## config.mk

```make
export PLATFORM = sky130hd
export DESIGN_NAME = riscv_mc_seq
export DESIGN_NICKNAME = d
export VERILOG_FILES = /design/src/rtl/riscv_seq_pkg.sv /design/src/rtl/riscv_seq_timeout.sv /design/src/rtl/riscv_mc_seq.sv
export SDC_FILE = /design/constraint.sdc
export NUM_CORES = 1
export LEC_CHECK = 0
export ABC_CLOCK_PERIOD_IN_PS = 5430
export CAP_MARGIN = 10
export CORE_ASPECT_RATIO = 1.75
export CORE_MARGIN = 3
export CORE_UTILIZATION = 66
export DETAILED_ROUTE_END_ITERATION = 8
export DONT_BUFFER_PORTS = 1
export HOLD_SLACK_MARGIN = 0.03
export MAX_ROUTING_LAYER = met4
export PLACE_DENSITY = 0.87
export SYNTH_ARGS = -nofsm -noshare
export SYNTH_HDL_FRONTEND = slang
export SYNTH_HIERARCHICAL = 1
export SYNTH_SLANG_ARGS = --single-unit
```

## constraint.sdc

```tcl
create_clock -name clk_i -period 5.43 [get_ports clk_i]
set_input_delay 1.086 -clock clk_i [delete_from_list [all_inputs] [get_ports clk_i]]
set_output_delay 1.086 -clock clk_i [all_outputs]
set_load 0.01 [all_outputs]
```

## src/rtl/riscv_seq_pkg.sv

```systemverilog
// riscv_seq_pkg
// Shared definitions for the multi-cycle execution sequencer:
//   - seq_state_e     : sequencer FSM state encoding
//   - CAUSE_*         : mcause codes the sequencer raises
//   - NOP_INSN        : canonical nop (addi x0, x0, 0) loaded into the IR at reset
//   - mem_fault_cause : selects the load/store access-fault code
package riscv_seq_pkg;

    typedef enum logic [2:0] {
        S_FETCH_REQ,
        S_FETCH_WAIT,
        S_EXEC,
        S_MEM_REQ,
        S_MEM_WAIT,
        S_WB,
        S_TRAP,
        S_HALT
    } seq_state_e;

    localparam logic [3:0] CAUSE_IFETCH_MISALIGN = 4'd0;
    localparam logic [3:0] CAUSE_IFETCH_FAULT    = 4'd1;
    localparam logic [3:0] CAUSE_LOAD_FAULT      = 4'd5;
    localparam logic [3:0] CAUSE_STORE_FAULT     = 4'd7;

    localparam logic [31:0] NOP_INSN = 32'h0000_0013;

    function automatic logic [3:0] mem_fault_cause(input logic is_store);
        return is_store ? CAUSE_STORE_FAULT : CAUSE_LOAD_FAULT;
    endfunction

endpackage

```

## src/rtl/riscv_seq_timeout.sv

```systemverilog
// riscv_seq_timeout
// Bus-wait watchdog for the sequencer. Counts cycles spent in a request or
// wait state and flags the cycle in which the wait budget is used up.
// Ports:
//   clk_i     : clock
//   rst_ni    : asynchronous active-low reset
//   clear_i   : restart the count (asserted on the cycle a state is left/entered)
//   en_i      : sequencer is in a state that waits on a bus
//   expired_o : this is the MAX_WAIT-th consecutive waiting cycle
module riscv_seq_timeout #(
    parameter int MAX_WAIT = 255,
    parameter int CNT_W    = 8
) (
    input  logic clk_i,
    input  logic rst_ni,
    input  logic clear_i,
    input  logic en_i,
    output logic expired_o
);

    localparam logic [CNT_W-1:0] LAST_CNT = CNT_W'(MAX_WAIT - 1);

    logic [CNT_W-1:0] cnt_q;
    logic [CNT_W-1:0] cnt_d;

    // Clear wins over increment so the first cycle of a new state always
    // starts from zero, even when the previous state was also a waiting one.
    always_comb begin
        cnt_d = cnt_q;
        if (clear_i) begin
            cnt_d = '0;
        end else if (en_i) begin
            cnt_d = cnt_q + 1'b1;
        end
    end

    always_ff @(posedge clk_i or negedge rst_ni) begin
        if (!rst_ni) begin
            cnt_q <= '0;
        end else begin
            cnt_q <= cnt_d;
        end
    end

    // The count equals the number of cycles already spent waiting, so the
    // budget is exhausted in the cycle where it sits at MAX_WAIT-1.
    assign expired_o = en_i && (cnt_q == LAST_CNT);

endmodule

```

## src/rtl/riscv_mc_seq.sv

```systemverilog
// riscv_mc_seq
// Multi-cycle fetch/execute/memory/writeback sequencer for the RV32 core.
// Owns PC and instruction register, gates architectural writes to the WB
// cycle and raises precise traps for bus errors, bus timeouts and
// misaligned successor PCs.
// Ports:
//   clk_i, rst_ni                     : clock, asynchronous active-low reset
//   imem_req_valid_o/ready_i, addr_o  : fetch request (address = pc)
//   imem_rsp_valid_i/data_i/err_i     : fetch response
//   inst_o, pc_o                      : instruction register, current PC
//   next_pc_i, is_load_i, is_store_i,
//   is_halt_i                         : combinational decode/datapath results
//   dmem_req_valid_o/ready_i          : data request handshake
//   dmem_rsp_valid_i/err_i            : data response
//   reg_wen_gate_o, csr_wen_gate_o    : write-enable gates, high only in WB
//   trap_valid_o/cause_o/epc_o        : one-cycle trap report
//   trap_target_i                     : mtvec
//   halted_o                          : core stopped on ebreak
// Optional (macro RISCV_SEQ_PERF_EN):
//   mcycle_o   : counts every non-HALT cycle
//   minstret_o : counts WB cycles
module riscv_mc_seq #(
    parameter int              XLEN     = 32,
    parameter logic [XLEN-1:0] RESET_PC = 32'h8000_0000,
    parameter int              MAX_WAIT = 255,
    parameter int              CNT_W    = 8
) (
    input  logic            clk_i,
    input  logic            rst_ni,
    output logic            imem_req_valid_o,
    input  logic            imem_req_ready_i,
    output logic [XLEN-1:0] imem_addr_o,
    input  logic            imem_rsp_valid_i,
    input  logic [31:0]     imem_rsp_data_i,
    input  logic            imem_rsp_err_i,
    output logic [31:0]     inst_o,
    output logic [XLEN-1:0] pc_o,
    input  logic [XLEN-1:0] next_pc_i,
    input  logic            is_load_i,
    input  logic            is_store_i,
    input  logic            is_halt_i,
    output logic            dmem_req_valid_o,
    input  logic            dmem_req_ready_i,
    input  logic            dmem_rsp_valid_i,
    input  logic            dmem_rsp_err_i,
    output logic            reg_wen_gate_o,
    output logic            csr_wen_gate_o,
    output logic            trap_valid_o,
    output logic [3:0]      trap_cause_o,
    output logic [XLEN-1:0] trap_epc_o,
    input  logic [XLEN-1:0] trap_target_i,
    output logic            halted_o
`ifdef RISCV_SEQ_PERF_EN
    ,output logic [63:0]    mcycle_o
    ,output logic [63:0]    minstret_o
`endif
);

    import riscv_seq_pkg::*;

    seq_state_e      state_q, state_d;
    logic [XLEN-1:0] pc_q, pc_d;
    logic [31:0]     inst_q, inst_d;
    logic [3:0]      cause_q, cause_d;
    logic [XLEN-1:0] epc_q, epc_d;
    logic            wait_en;
    logic            wait_expired;

    riscv_seq_timeout #(
        .MAX_WAIT (MAX_WAIT),
        .CNT_W    (CNT_W)
    ) u_timeout (
        .clk_i     (clk_i),
        .rst_ni    (rst_ni),
        .clear_i   (state_d != state_q),
        .en_i      (wait_en),
        .expired_o (wait_expired)
    );

    // A completed handshake always takes priority over an expiring timeout,
    // so a response arriving in the last allowed cycle is still accepted.
    always_comb begin
        state_d          = state_q;
        pc_d             = pc_q;
        inst_d           = inst_q;
        cause_d          = cause_q;
        epc_d            = epc_q;
        wait_en          = 1'b0;
        imem_req_valid_o = 1'b0;
        dmem_req_valid_o = 1'b0;
        reg_wen_gate_o   = 1'b0;
        csr_wen_gate_o   = 1'b0;
        trap_valid_o     = 1'b0;
        halted_o         = 1'b0;

        case (state_q)
            S_FETCH_REQ: begin
                imem_req_valid_o = 1'b1;
                wait_en          = 1'b1;
                if (imem_req_ready_i) begin
                    state_d = S_FETCH_WAIT;
                end else if (wait_expired) begin
                    cause_d = CAUSE_IFETCH_FAULT;
                    epc_d   = pc_q;
                    state_d = S_TRAP;
                end
            end
            S_FETCH_WAIT: begin
                wait_en = 1'b1;
                if (imem_rsp_valid_i) begin
                    if (imem_rsp_err_i) begin
                        cause_d = CAUSE_IFETCH_FAULT;
                        epc_d   = pc_q;
                        state_d = S_TRAP;
                    end else begin
                        inst_d  = imem_rsp_data_i;
                        state_d = S_EXEC;
                    end
                end else if (wait_expired) begin
                    cause_d = CAUSE_IFETCH_FAULT;
                    epc_d   = pc_q;
                    state_d = S_TRAP;
                end
            end
            S_EXEC: begin
                if (is_halt_i) begin
                    state_d = S_HALT;
                end else if (is_load_i || is_store_i) begin
                    state_d = S_MEM_REQ;
                end else begin
                    state_d = S_WB;
                end
            end
            S_MEM_REQ: begin
                dmem_req_valid_o = 1'b1;
                wait_en          = 1'b1;
                if (dmem_req_ready_i) begin
                    state_d = S_MEM_WAIT;
                end else if (wait_expired) begin
                    cause_d = mem_fault_cause(is_store_i);
                    epc_d   = pc_q;
                    state_d = S_TRAP;
                end
            end
            S_MEM_WAIT: begin
                wait_en = 1'b1;
                if (dmem_rsp_valid_i) begin
                    if (dmem_rsp_err_i) begin
                        cause_d = mem_fault_cause(is_store_i);
                        epc_d   = pc_q;
                        state_d = S_TRAP;
                    end else begin
                        state_d = S_WB;
                    end
                end else if (wait_expired) begin
                    cause_d = mem_fault_cause(is_store_i);
                    epc_d   = pc_q;
                    state_d = S_TRAP;
                end
            end
            S_WB: begin
                // The instruction itself retires even when its successor PC
                // is misaligned; the fault belongs to the jump target.
                reg_wen_gate_o = 1'b1;
                csr_wen_gate_o = 1'b1;
                if (next_pc_i[1:0] != 2'b00) begin
                    cause_d = CAUSE_IFETCH_MISALIGN;
                    epc_d   = pc_q;
                    state_d = S_TRAP;
                end else begin
                    pc_d    = next_pc_i;
                    state_d = S_FETCH_REQ;
                end
            end
            S_TRAP: begin
                trap_valid_o = 1'b1;
                pc_d         = trap_target_i & {{(XLEN-2){1'b1}}, 2'b00};
                state_d      = S_FETCH_REQ;
            end
            S_HALT: begin
                halted_o = 1'b1;
            end
            default: begin
                state_d = S_FETCH_REQ;
            end
        endcase
    end

    always_ff @(posedge clk_i or negedge rst_ni) begin
        if (!rst_ni) begin
            state_q <= S_FETCH_REQ;
            pc_q    <= RESET_PC;
            inst_q  <= NOP_INSN;
            cause_q <= 4'd0;
            epc_q   <= '0;
        end else begin
            state_q <= state_d;
            pc_q    <= pc_d;
            inst_q  <= inst_d;
            cause_q <= cause_d;
            epc_q   <= epc_d;
        end
    end

    assign imem_addr_o  = pc_q;
    assign pc_o         = pc_q;
    assign inst_o       = inst_q;
    assign trap_cause_o = cause_q;
    assign trap_epc_o   = epc_q;

`ifdef RISCV_SEQ_PERF_EN
    logic [63:0] mcycle_q;
    logic [63:0] minstret_q;

    always_ff @(posedge clk_i or negedge rst_ni) begin
        if (!rst_ni) begin
            mcycle_q   <= 64'd0;
            minstret_q <= 64'd0;
        end else begin
            if (state_q != S_HALT) begin
                mcycle_q <= mcycle_q + 64'd1;
            end
            if (state_q == S_WB) begin
                minstret_q <= minstret_q + 64'd1;
            end
        end
    end

    assign mcycle_o   = mcycle_q;
    assign minstret_o = minstret_q;
`endif

endmodule

```

==> flow_results.org, run 1 <==
** Logic synthesis
- Yosys printed 6 warnings.
- The most used flip-flop cell after synthesis is sky130_fd_sc_hd__dfrtp_1.
- Count of mapped cells out of synthesis :: 399
- Library cell with the highest instance count after synthesis :: sky130_fd_sc_hd__dfrtp_1
- Syn nets :: 508
- Most area-consuming cells after synthesis :: sky130_fd_sc_hd__dfrtp_1, sky130_fd_sc_hd__mux2_2, sky130_fd_sc_hd__mux2_4
- The top cell type by area accounts for 49.6% of the synthesized area.
- A synthesized cell averages 13.5 µm².
- Of the synthesized area, sequential elements account for 51.5%.
- Number of distinct library cells after synthesis :: 53
- Area of the mapped netlist :: 0.00540 mm²
- In this run, synthesis inferred 0 flip-flops with an integrated enable.
- Ranked by instance count, the synthesized netlist is headed by sky130_fd_sc_hd__dfrtp_1, sky130_fd_sc_hd__mux2_2, sky130_fd_sc_hd__buf_4, sky130_fd_sc_hd__mux2_1, sky130_fd_sc_hd__mux2_4.
- Post-synthesis cell type with the largest combined area :: sky130_fd_sc_hd__dfrtp_1
- Async set-reset flop share out of synthesis :: 100%
- Synthesis inferred 111 register bits.

** Timing
- Total setup violations reported at the end of the flow :: 0
- Total negative slack :: 0 ns
- For the pin with the worst max-slew slack, the measured transition is 0.883 ns.
- Setup Skew :: 0.00983 ns
- Setup repair after global routing missed its margin :: false
- Dividing the final minimum period by the clock period gives 70.2%.
- Final hold violation count :: 0
- The total count of max-transition violations in the final report is 0.
- Timing would allow up to 262 MHz.
- The worst path needs 3.81 ns of the cycle, external delays included.
- Headroom to the max-slew limit came out at 40.9%.

** CTS
- Cell at the root of the clock tree :: sky130_fd_sc_hd__clkbuf_16
- Hold repair after CTS inserted 0 buffers.
- Counting along the longest clock path gives a buffer depth of 2.
- Num Clock Sinks :: 111
- Once the clock tree was built, the setup fixing pass inserted 0 buffers.
- Clock transition at the registers of the reported paths :: 0.07 ns
- The H-tree was split into 3 levels.
- Number of buffers created by CTS :: 9
- Number of gates given a new drive strength after cts :: 0
- Clock latency on the worst-skew pair, taken at its later pin, is 0.33 ns.
- CTS tree :: yes

** Worst setup path
- The endpoint identified for the worst register-to-register timing path is imem_addr_o[2]$_DFFE_PN0P_.
- Kind of end point of the critical path :: flip-flop
- Of all nets on the critical path, the largest fanout is 32.
- For the worst setup path, the data arrival time is 4.03 ns.
- Largest stage delay on the critical path :: 0.70 ns
- Reg2reg start :: state_q[1]$_DFF_PN0_
- The worst setup path is of the reg -> reg kind.
- For the worst flop-to-flop path, the logic depth is 9.
- Traced cell by cell, the critical path runs through nor2b_1 -> a21oi_1 -> nand4_1 -> nor2_1 -> mux2i_1 -> nor3_1 -> a21oi_2 -> nand4b_4 -> mux2_2.
- The slowest stage of the critical path belongs to the cell sky130_fd_sc_hd__nor2_1.
- Reg2reg setup slack :: 1.62 ns
- At the worst endpoint, the required time is 5.65 ns.
- Category of the worst setup path launch point :: flip-flop

** Min path
- In this run the worst hold path is classified as in -> async.

** Layout
- Across the whole layout, storage elements account for 0.00278 mm².
- Synth-to-layout area growth :: 0.278%
- Share of final-layout standard cells stronger than drive strength 1 :: 34.8%
- In the final design database the tool counted 466 nets.
- Combined area of the multi-input logic cells :: 0.00221 mm²
- Post-layout instance area :: 0.00542 mm²
- Ant diodes :: 0
- Number of filler cells placed in the layout :: 558

** Power and ir drop
- Switching pwr :: 1.37 mW
- Maximum vdd drop :: 0.000408 V
- Clock power share :: 17.3%
- Per report_power, the sequential group accounts for 52.7% of the total.
- Combinational cells account for 29.9% of the total power.
- Summed over all cells, the static leakage comes to 2.44 nW.
- Dividing total power by cell area gives a power density of 654 mW/mm².
- Design internal power :: 2.17 mW
- Net switching share of the total power :: 38.7%

** Global route
- The number of global-route vias before repair is 3126.
- In the global route stage, overall resource usage came out at 22.7%.
- First-pass GRT wire length :: 15.9 mm
- Final global-route overflow total :: 0
- Maximum number of pins on one net before global-route repair :: 112
- The number of antenna violations at the first check in global routing came to 0.

** Detailed routing
- First-pass iteration count of the detailed router :: 4
- Routed wirelength normalized by instance count :: 23.1 µm
- Number of vias in the routed layout :: 2944
- WL final :: 10.4 mm
- Dividing the detail-routed via count by the number of cells gives 6.51.
- Number of antenna-violating nets in the routed design :: 0
- For this block, the initial DRC count from the detailed router was 111.
- After detailed routing, the number of remaining DRC violations is 0.

** Placement
- Buffers placed on the I/O ports in this run total 0.
- Detailed placement finished with a half-perimeter wire length of 7.43 mm.
- Routability congestion estimate :: 0.886
- Placement-stage cell area :: 0.00514 mm²

** Floorplan
- Number of placement rows :: 43
- Chip Width :: 74.4 µm
- Initial cell density of the core :: 67.8%
- The die is 126 µm tall.
- In this run the count of I/O pins placed on the die edge is 245.
- Standard cell core area :: 0.00796 mm²
- The floorplan step defined a die boundary enclosing 0.00935 mm².

** Job
- Max-cap violations in this run came to 0.

** Status
- Outcome :: complete, no violations
metal layers:
metal / track usage [%] / part of all wire, % / wire (µm) / vias up
met5: - / 0 / 0 / -
met2: 37.9 / 53 / 5470 / 172
met3: 6.39 / 8.7 / 904 / 17
li1: - / - / - / 1286
met4: 7.97 / 1.8 / 187 / 0
met1: 25.6 / 37 / 3850 / 1469
critical path, delay by kind of cell, from the launching register on:
kind	cells	cell delay, ns
flip-flops	1	0.64
AO/OA/AOI/OAI	2	0.65
multiplexers	2	0.55
AND/OR/NAND/NOR	5	1.84
worst max-delay path by stage:
stage | startpoint | end | cells past startpoint
after floorplan | state_q[2]$_DFF_PN0_ | u_timeout/cnt_q[1]$_DFFE_PN0P_ | 13
after global placement | state_q[1]$_DFF_PN0_ | imem_addr_o[2]$_DFFE_PN0P_ | 9
after detailed placement | state_q[1]$_DFF_PN0_ | imem_addr_o[2]$_DFFE_PN0P_ | 9
after CTS | state_q[1]$_DFF_PN0_ | imem_addr_o[29]$_DFFE_PN0P_ | 9
after global routing | state_q[1]$_DFF_PN0_ | imem_addr_o[30]$_DFFE_PN0P_ | 9
final | state_q[1]$_DFF_PN0_ | imem_addr_o[2]$_DFFE_PN0P_ | 9
area by class of cell:
class | instances | area share (%)
clock inverter | 6 | 0.947
clock buffer | 10 | 4.23
tap | 90 | 2.08
timing repair buffer | 2 | 0.277
sequential | 111 | 51.4
multi-input combinational | 230 | 40.9
inverter | 3 | 0.208
metrics by stage:
stage                     setup WS, ns  util, %  cells  hold WS, ns  power, mW
after global routing              1.29     68.0    452        0.418       3.76
final                             1.62     68.0    452        0.442       3.54
after CTS                         1.64     68.0    452        0.431       3.57
after detailed placement          1.66     64.5    436        0.555       2.95
after floorplan                   2.77        -    399        0.523       2.90
after global placement            1.73     64.5    436        0.541       2.89
cells by family after synthesis:
family	Yosys count	synth area share [%]
AOI/OAI and AO/OA	34	4.36
and+or+nand+nor	63	7.18
buffers and inverters	58	7.48
muxes	127	28.4
adders and majority gates	2	0.463
DFF	111	51.5
xor gates and xnor gates	4	0.649
sequential cells by signal (all words and copies together), names as in the netlist:
name	flops
trap_cause_o	4
state_q	3
inst_o	32
imem_addr_o	32
trap_epc_o	32
u_timeout/cnt_q	8
placed cells by master (no fill, tap or decap), types with 4 or more instances in the layout:
cell | netlist | routed
sky130_fd_sc_hd__mux2_1 | 28 | 28
sky130_fd_sc_hd__clkbuf_16 | 0 | 9
sky130_fd_sc_hd__a21oi_1 | 10 | 10
sky130_fd_sc_hd__and2_1 | 5 | 5
sky130_fd_sc_hd__or3_1 | 5 | 5
sky130_fd_sc_hd__nand3_1 | 5 | 5
sky130_fd_sc_hd__mux2_4 | 28 | 28
sky130_fd_sc_hd__o21ai_0 | 7 | 7
sky130_fd_sc_hd__nor2_1 | 16 | 16
sky130_fd_sc_hd__nand2_1 | 8 | 8
sky130_fd_sc_hd__mux2_2 | 68 | 68
sky130_fd_sc_hd__inv_6 | 0 | 4
sky130_fd_sc_hd__dfrtp_1 | 107 | 107
sky130_fd_sc_hd__dfstp_2 | 4 | 4
sky130_fd_sc_hd__nor3_1 | 4 | 4
power by group through the flow:
stage	clock network, mW	logic, mW	registers, mW
after global routing	0.669	1.16	1.93
after global placement	0	1.02	1.86
after detailed placement	0	1.07	1.88
after CTS	0.626	1.08	1.87
after floorplan	0	1.27	1.63
final	0.614	1.06	1.87
(Power assumes the default switching activity.)
==> run 2, diff against run 1 <==
--- a/config.mk
+++ b/config.mk
@@ -5,16 +5,16 @@
 export SDC_FILE = /design/constraint.sdc
 export NUM_CORES = 1
 export LEC_CHECK = 0
-export ABC_CLOCK_PERIOD_IN_PS = 5430
+export ABC_CLOCK_PERIOD_IN_PS = 3510
 export CAP_MARGIN = 10
 export CORE_ASPECT_RATIO = 1.75
 export CORE_MARGIN = 3
-export CORE_UTILIZATION = 66
+export CORE_UTILIZATION = 63
 export DETAILED_ROUTE_END_ITERATION = 8
 export DONT_BUFFER_PORTS = 1
 export HOLD_SLACK_MARGIN = 0.03
 export MAX_ROUTING_LAYER = met4
-export PLACE_DENSITY = 0.87
+export PLACE_DENSITY = 0.84
 export SYNTH_ARGS = -nofsm -noshare
 export SYNTH_HDL_FRONTEND = slang
 export SYNTH_HIERARCHICAL = 1
==> constraint.sdc (replaced) <==
create_clock -name clk_i -period 3.51 [get_ports clk_i]
set_input_delay 0.702 -clock clk_i [delete_from_list [all_inputs] [get_ports clk_i]]
set_output_delay 0.702 -clock clk_i [all_outputs]
set_load 0.01 [all_outputs]
==> run 2 against run 1 <==
Net effect: highest routed layer unchanged; sequential share of layout area shrank 1.1 points; global-route usage is 0.60 points lower; clock power is 56% higher; sequential cell count unchanged; die area rose by 4.5%; first-iteration DRC count down 15%; via count up 0.92%; critical path depth up 1; worst setup slack worse by 0.91 ns; fmax rose by 36%; clock-buffer cell count did not move; non-clock buffer count increased by 8.
==> flow_results.org, run 2 (same netlist as run 1, synthesis figures left out) <==
** Status
- Outcome :: complete, no violations

** Floorplan
- DIE AREA :: 0.00976 mm² (+4.5%)
- The core outline area is 0.00831 mm² (+4.4%).
- The width of the chip came to 76.0 µm (+2.2%).
- The count of boundary I/O pins is 245 (unchanged).
- The floorplan row count is 44 (+2.3%).
- Initial cell density of the core :: 65.0% (-2.9 points)
- The y dimension of the die is 128 µm (+2.2%).

** CTS
- TritonCTS built the clock tree.
- The clock-pin slew of the registers on the worst-case setup and hold paths is 0.07 ns (about the same).
- Cell at the root of the clock tree :: sky130_fd_sc_hd__clkbuf_16
- The H-tree depth is 3 (unchanged).
- The count of clock tree sinks was 111 (unchanged).
- Largest buffer count on any clock path :: 2 (unchanged)
- The number of buffers created by CTS is 9 (unchanged).
- The number of post-CTS setup repair buffers is 0 (unchanged).
- Skew-Pair Late Insertion Delay :: 0.35 ns (+0.02 ns)

** Placement
- Number of cells after detailed placement :: 467 (+7.1%)
- The placed wire-length estimate after detailed placement came to 7.91 mm (+6.5%).
- IO buf count :: 0 (unchanged)
- Routability congestion estimate :: 0.879 (-0.86%)

** Global route
- Initial antenna violation count :: 0 (unchanged)
- Via count of the first global-routing pass :: 3091 (-1.1%)
- The first-pass GRT wire length is 16.3 mm (+2.2%).
- Final global-route overflow total :: 0 (unchanged)
- Global Route Usage Sum :: 22.1% (-0.60 points)
- The largest net degree at the start of global routing was 112 (unchanged).

** Worst setup path
- Among the stages of the critical path, the cell type that occurs most often is sky130_fd_sc_hd__nor2_1.
- The critical path arrival is 3.02 ns (-1.01 ns).
- The worst setup path is captured at a flip-flop.
- CP cell instances :: a21oi_1 -> buf_4 -> nand4_1 -> nor2_1 -> buf_4 -> nor2_1 -> nor2_1 -> a21oi_2 -> nand4b_4 -> mux2_1
- The maximum fanout along the worst path came to 32 (unchanged).
- The worst setup path is launched from a flip-flop.
- The critical path is of the reg -> reg type.
- The delay of the slowest cell on the worst path came to 0.57 ns (-0.13 ns).
- Broken down by cell family, the worst path's largest delay share belongs to simple AND/OR/NAND/NOR gates.
- The combined buffer and inverter count along the critical path is 2 (+2).
- CP Data Required Time :: 3.73 ns (-1.92 ns)
- Slowest stage cell on the critical path :: sky130_fd_sc_hd__dfrtp_1

** Timing
- Total negative slack :: 0 ns (unchanged)
- Setup repair after global routing left no endpoint under its margin.
- The clock skew is 0.0120 ns (+0.00216 ns).
- Min Clock Period, post-route :: 2.80 ns (-1.01 ns)
- Number of max-slew violations in the final report :: 0 (unchanged)
- Max-Slew Margin vs Limit :: 57.5% (+17 points)
- The timing-limited maximum frequency was 357 MHz (+36%).
- Final hold slack :: 0.0479 ns (-0.394 ns)
- The transition time of the tightest slew-check pin came to 0.635 ns (-0.249 ns).
- The total count of hold-check failures in the final report is 0 (unchanged).
- The final cycle utilization of the critical path was 79.8% (+9.7 points).
- The number of setup violations in the final report came to 0 (unchanged).

** Layout
- Number of filler cells placed in the layout :: 563 (+0.90%)
- Combined area of the multi-input logic cells :: 0.00221 mm² (unchanged)
- Commonest cells after routing, fill and taps aside :: sky130_fd_sc_hd__dfrtp_1, sky130_fd_sc_hd__mux2_2, sky130_fd_sc_hd__mux2_1, sky130_fd_sc_hd__mux2_4, sky130_fd_sc_hd__nor2_1
- Share of final-layout standard cells stronger than drive strength 1 :: 35.9% (+1.1 points)
- Number of nets in the layout :: 474 (+1.7%)
- The number of antenna repair diodes came to 0 (unchanged).
- Area occupied by registers :: 0.00278 mm² (unchanged)
- Leaving out fill and tap cells, the most frequent cell in the layout is sky130_fd_sc_hd__dfrtp_1.
- The post-layout instance count excluding filler cells is 485 (+7.3%).
- From synthesis to final layout, the design area changed by 2.52%.

** Power and ir drop
- Maximum vdd drop :: 0.000547 V (+34%)
- Static leakage power :: 2.49 nW (+2.0%)
- Total Power Consumption :: 5.56 mW (+57%)
- The power density of the placed cells is 1000 mW/mm² (+53%).

** Detailed routing
- The average via count per standard cell is 6.13 (-5.9%).
- Initial DRC Count :: 94 (-15%)
- Number of antenna-violating nets in the routed design :: 0 (unchanged)
- The wire length per cell after detailed routing was 22.4 µm (-3.0%).
- The first-pass iteration count of the detailed router was 4 (unchanged).
- The count of unresolved DRC violations after routing is 0 (unchanged).
- The total routed wirelength came to 10.8 mm (+4.1%).
- Number of vias in the routed layout :: 2971 (+0.92%)

** Min path
- The tightest min-delay check is of the in -> async type.

** Job
- The number of max-cap violations is 0 (unchanged).
[run 2: cell types whose count changed in the layout (fill, tap and decap cells not counted)]
cell                            previous run  this run
sky130_fd_sc_hd__inv_8                     0         1
sky130_fd_sc_hd__dlygate4sd3_1             0         1
sky130_fd_sc_hd__clkinv_4                  1         3
sky130_fd_sc_hd__buf_4                     2         7
sky130_fd_sc_hd__inv_6                     4         1
sky130_fd_sc_hd__buf_12                    0         2
[run 2: worst reg2reg max path: stages (launching register included)]
cell	delay (ns)
sky130_fd_sc_hd__dfrtp_1	0.57
sky130_fd_sc_hd__a21oi_1	0.12
sky130_fd_sc_hd__buf_4	0.18
sky130_fd_sc_hd__nand4_1	0.09
sky130_fd_sc_hd__nor2_1	0.04
sky130_fd_sc_hd__buf_4	0.18
sky130_fd_sc_hd__nor2_1	0.17
sky130_fd_sc_hd__nor2_1	0.07
sky130_fd_sc_hd__a21oi_2	0.20
sky130_fd_sc_hd__nand4b_4	0.51
sky130_fd_sc_hd__mux2_1	0.54
[run 2: worst paths after layout]
kind                                                 from                             end  slack (ns)  cells past startpoint
min                                                rst_ni      trap_epc_o[18]$_DFFE_PN0P_        0.05                      0
max reg2reg                          state_q[2]$_DFF_PN0_     imem_addr_o[11]$_DFFE_PN0P_        0.71                     10
min reg2reg                u_timeout/cnt_q[7]$_DFFE_PN0P_  u_timeout/cnt_q[7]$_DFFE_PN0P_        0.58                      2
max in group asynchronous                          rst_ni  u_timeout/cnt_q[2]$_DFFE_PN0P_        2.78                      1
max                                  state_q[2]$_DFF_PN0_     imem_addr_o[11]$_DFFE_PN0P_        0.71                     10
min in group clk_i                     imem_rsp_data_i[2]           inst_o[2]$_DFFE_PN0P_        0.50                      1
[run 2: what timing repair did]
item                      in CTS  in global routing
resized for setup              0                  0
hold buffers                   0                  2
hold endpoints to repair       0                 22
[run 2: layout make-up]
cell class                      count  area share (%)
Tap cell                          115            2.60
Timing Repair Buffer               10            1.85
Clock inverter                      6           0.972
Sequential cell                   111            50.2
Inverter                            3           0.203
Clock buffer                       10            4.13
Multi-Input combinational cell    230            40.0
[run 2: metrics by stage]
| step | instance area (µm²) | utilization (%) | setup WS (ns) |
|---|---|---|---|
| after global routing | 5540 | 66.6 | 0.443 |
| after CTS | 5510 | 66.3 | 0.669 |
| after detailed placement | 5230 | 62.9 | 0.671 |
| after global placement | 5230 | 62.9 | 0.733 |
| after floorplan | 5400 | - | 0.854 |
| final | 5540 | 66.6 | 0.708 |
[run 2: where the power goes]
group,switching (mW),internal (mW),total [mW]
Combinational,0.745,1.02,1.77
Sequential,0.941,1.89,2.83
Clock,0.465,0.493,0.958
Total,2.15,3.41,5.56
[run 2: metal layers]
layer	share of wire, %	vias up	GRT usage, %
met5	0	-	-
met4	2.0	0	9.39
met3	9.3	20	8.05
met2	54	182	38.8
met1	34	1466	22.3
li1	-	1303	-
==> run 3, diff against run 2 <==
--- a/config.mk
+++ b/config.mk
@@ -5,7 +5,7 @@
 export SDC_FILE = /design/constraint.sdc
 export NUM_CORES = 1
 export LEC_CHECK = 0
-export ABC_CLOCK_PERIOD_IN_PS = 3510
+export ABC_CLOCK_PERIOD_IN_PS = 2900
 export CAP_MARGIN = 10
 export CORE_ASPECT_RATIO = 1.75
 export CORE_MARGIN = 3
==> constraint.sdc (replaced) <==
create_clock -name clk_i -period 2.9 [get_ports clk_i]
set_input_delay 0.58 -clock clk_i [delete_from_list [all_inputs] [get_ports clk_i]]
set_output_delay 0.58 -clock clk_i [all_outputs]
set_load 0.01 [all_outputs]
==> run 3 against run 2 <==
Net effect: the flow now finishes with violations (hold timing); total power up 22%; worst setup slack got worse by 0.33 ns; cell area decreased by 0.11%; clock power rose by 25%; clock-buffer cell count unchanged; worst hold slack got worse by 0.12 ns.
==> flow_results.org, run 3 (same netlist as run 1, synthesis figures left out) <==
** Placement
- The worst slack after detailed placement was 0.430 ns (-0.241 ns).
- Routability congestion estimate :: 0.884 (+0.56%)
- The total cell area at the placement stage was 0.00524 mm² (+0.19%).
- Number of cells after detailed placement :: 470 (+0.64%)
- The placed wire-length estimate after detailed placement came to 7.89 mm (-0.29%).
- The count of input and output buffers was 0 (unchanged).

** Global route
- Via count of the first global-routing pass :: 3160 (+2.2%)
- The number of antenna violations at the first check in global routing came to 0 (unchanged).
- The largest net degree at the start of global routing came to 112 (unchanged).
- Final global-route overflow total :: 0 (unchanged)
- First-pass GRT wire length :: 16.5 mm (+1.7%)
- Global Route Usage Sum :: 22.4% (+0.24 points)

** Worst setup path
- The maximum fanout along the worst path came to 13 (-59%).
- The worst setup path is captured at a flip-flop.
- STA classifies the critical path startpoint as a flip-flop.
- Slowest stage cell on the critical path :: sky130_fd_sc_hd__dfrtp_1
- CP cell instances :: nor2b_1 -> a21oi_1 -> nand4_1 -> nor2_1 -> buf_4 -> o311ai_0 -> nand3_1 -> mux2i_1 -> a221o_1 -> a211oi_1
- Reg2reg setup slack :: 0.37 ns (-0.33 ns)
- Critical path class :: reg -> reg
- The delay of the slowest cell on the worst path was 0.49 ns (-0.08 ns).
- The data required time at the worst endpoint was 3.14 ns (-0.59 ns).
- Crit path DAT :: 2.77 ns (-0.25 ns)

** Detailed routing
- Number of vias in the routed layout :: 2998 (+0.91%)
- Avg Vias per Cell :: 6.17 (+0.70%)
- The count of unresolved DRC violations after routing is 0 (unchanged).
- Initial DRC Count :: 107 (+14%)
- The wire length per cell after detailed routing came to 22.1 µm (-1.1%).
- The count of nets left with antenna violations after detail routing came to 0 (unchanged).
- WL final :: 10.7 mm (-0.93%)
- First-pass iteration count of the detailed router :: 4 (unchanged)

** Floorplan
- Initial cell density of the core :: 65.0% (unchanged)
- Standard cell core area :: 0.00831 mm² (unchanged)
- Boundary pin count :: 245 (unchanged)
- The width of the chip is 76.0 µm (unchanged).
- The area of the die was 0.00976 mm² (unchanged).
- DIE HEIGHT :: 128 µm (unchanged)
- Number of placement rows :: 44 (unchanged)

** Power and ir drop
- The reported leakage power is 2.50 nW (+0.25%).
- PD cells :: 1220 mW/mm² (+22%)
- The peak ir drop on the vdd network is 0.000582 V (+6.4%).

** Timing
- The final cycle utilization of the critical path came to 87.1% (+7.3 points).
- The total count of hold-check failures in the final report came to 107 (+107).
- The final critical delay including setup and external delays was 2.53 ns (-0.275 ns).
- Number of max-slew violations in the final report :: 0 (unchanged)
- Worst-case setup margin in the final layout :: 0.373 ns (-0.335 ns)
- The clock skew is 0.0115 ns (-0.000480 ns).
- Least-Margin Pin Slew :: 0.401 ns (-0.233 ns)
- Total negative slack :: 0 ns (unchanged)
- Max-Slew Margin vs Limit :: 73.0% (+16 points)
- Setup repair after global routing missed its margin :: false
- Final hold slack :: -0.0733 ns (-0.121 ns)
- Total setup violations reported at the end of the flow :: 0 (unchanged)
- The timing-limited maximum frequency was 396 MHz (+11%).

** Layout
- The post-layout instance count excluding filler cells was 486 (+0.21%).
- The number of antenna repair diodes is 0 (unchanged).
- Number of filler cells placed in the layout :: 568 (+0.89%)
- The area growth from synthesis to layout is 2.41%.
- Commonest cells after routing, fill and taps aside :: sky130_fd_sc_hd__dfrtp_1, sky130_fd_sc_hd__mux2_2, sky130_fd_sc_hd__mux2_1, sky130_fd_sc_hd__mux2_4, sky130_fd_sc_hd__nor2_1
- The fraction of final layout cells with drive strength greater than 1 is 36.7% (+0.71 points).
- The net count reported at finish is 475 (+0.21%).
- Commonest non-fill, non-tap cell in the layout :: sky130_fd_sc_hd__dfrtp_1
- The total non-filler cell area in the finished layout came to 0.00553 mm² (-0.11%).

** CTS
- The H-tree depth was 3 (unchanged).
- The maximum buffer depth of the clock tree is 2 (unchanged).
- # Post-CTS Setup Buffers :: 0 (unchanged)
- CTS tree :: yes
- The clock latency reported for the late side of the worst-skew pair was 0.35 ns (about the same).
- Number of gates given a new drive strength after cts :: 0 (unchanged)
- The count of clock tree sinks came to 111 (unchanged).
- Clock transition at the registers of the reported paths :: 0.07 ns (about the same)
- Number of buffers created by CTS :: 9 (unchanged)
- Cell at the root of the clock tree :: sky130_fd_sc_hd__clkbuf_16

** Min path
- Path type of the worst min-delay path :: in -> async

** Status
- The run finished, with violations left.
- The checks that failed: hold timing.

** Job
- The number of max-cap violations was 0 (unchanged).
run 3: cell count changes in the layout (fill, tap and decap cells not counted):
cell	delta
sky130_fd_sc_hd__inv_8	+1
sky130_fd_sc_hd__buf_4	+4
sky130_fd_sc_hd__clkinv_4	-2
sky130_fd_sc_hd__buf_12	-2
sky130_fd_sc_hd__clkbuf_1	-1
sky130_fd_sc_hd__clkbuf_8	+1
sky130_fd_sc_hd__clkinvlp_4	-1
sky130_fd_sc_hd__dlygate4sd3_1	-1
sky130_fd_sc_hd__inv_6	+2
run 3: worst max-delay path, delay by kind of cell (launching register included):
kind                   cells  cell delay, ns
and+or+nand+nor            4            0.58
AOI/OAI and AO/OA          4            1.02
DFF                        1            0.49
muxes                      1            0.16
buffers and inverters      1            0.18
run 3: power breakdown:
group	internal, mW	total [mW]	switching [mW]
Combinational	1.25	2.16	0.918
Sequential	2.29	3.40	1.12
Clock	0.630	1.20	0.572
Total	4.16	6.77	2.61
run 3: final timing paths:
| check | start | to | cells past startpoint |
|---|---|---|---|
| worst max-delay path | state_q[0]$_DFF_PN0_ | u_timeout/cnt_q[1]$_DFFE_PN0P_ | 10 |
| worst min-delay path | rst_ni | imem_addr_o[14]$_DFFE_PN0P_ | 0 |
| worst max register to register | state_q[0]$_DFF_PN0_ | u_timeout/cnt_q[1]$_DFFE_PN0P_ | 10 |
| worst min register to register | u_timeout/cnt_q[7]$_DFFE_PN0P_ | u_timeout/cnt_q[7]$_DFFE_PN0P_ | 2 |
| max in group asynchronous | rst_ni | inst_o[1]$_DFFE_PN1P_ | 0 |
| min in group clk_i | imem_rsp_data_i[15] | inst_o[15]$_DFFE_PN0P_ | 1 |
run 3: layout make-up:
cell class,instances,area (µm²),share of cell area (%)
Clock buffer,10,239,4.32
Clock inverter,6,57.6,1.04
Inverter,3,11.3,0.204
Multi-Input combinational cell,230,2210,40.0
Sequential cell,111,2780,50.3
Tap cell,115,144,2.60
Timing Repair Buffer,11,82.6,1.49
run 3: per-layer routing:
layer  part of all wire [%]  wire [µm]  GRT usage, %  up-vias
met5                      0          0             -        -
met3                    9.3        999          8.05       19
met4                    2.2        235          10.1        0
met1                     34       3700          22.9     1475
met2                     54       5810          38.5      195
li1                       -          -             -     1309
run 3: through the flow:
step / power (mW) / utilization, %
floorplan: 5.44 / -
global placement: 5.50 / 63.0
detailed placement: 5.61 / 63.0
CTS: 6.84 / 66.5
global route: 7.17 / 66.5
finish: 6.77 / 66.5
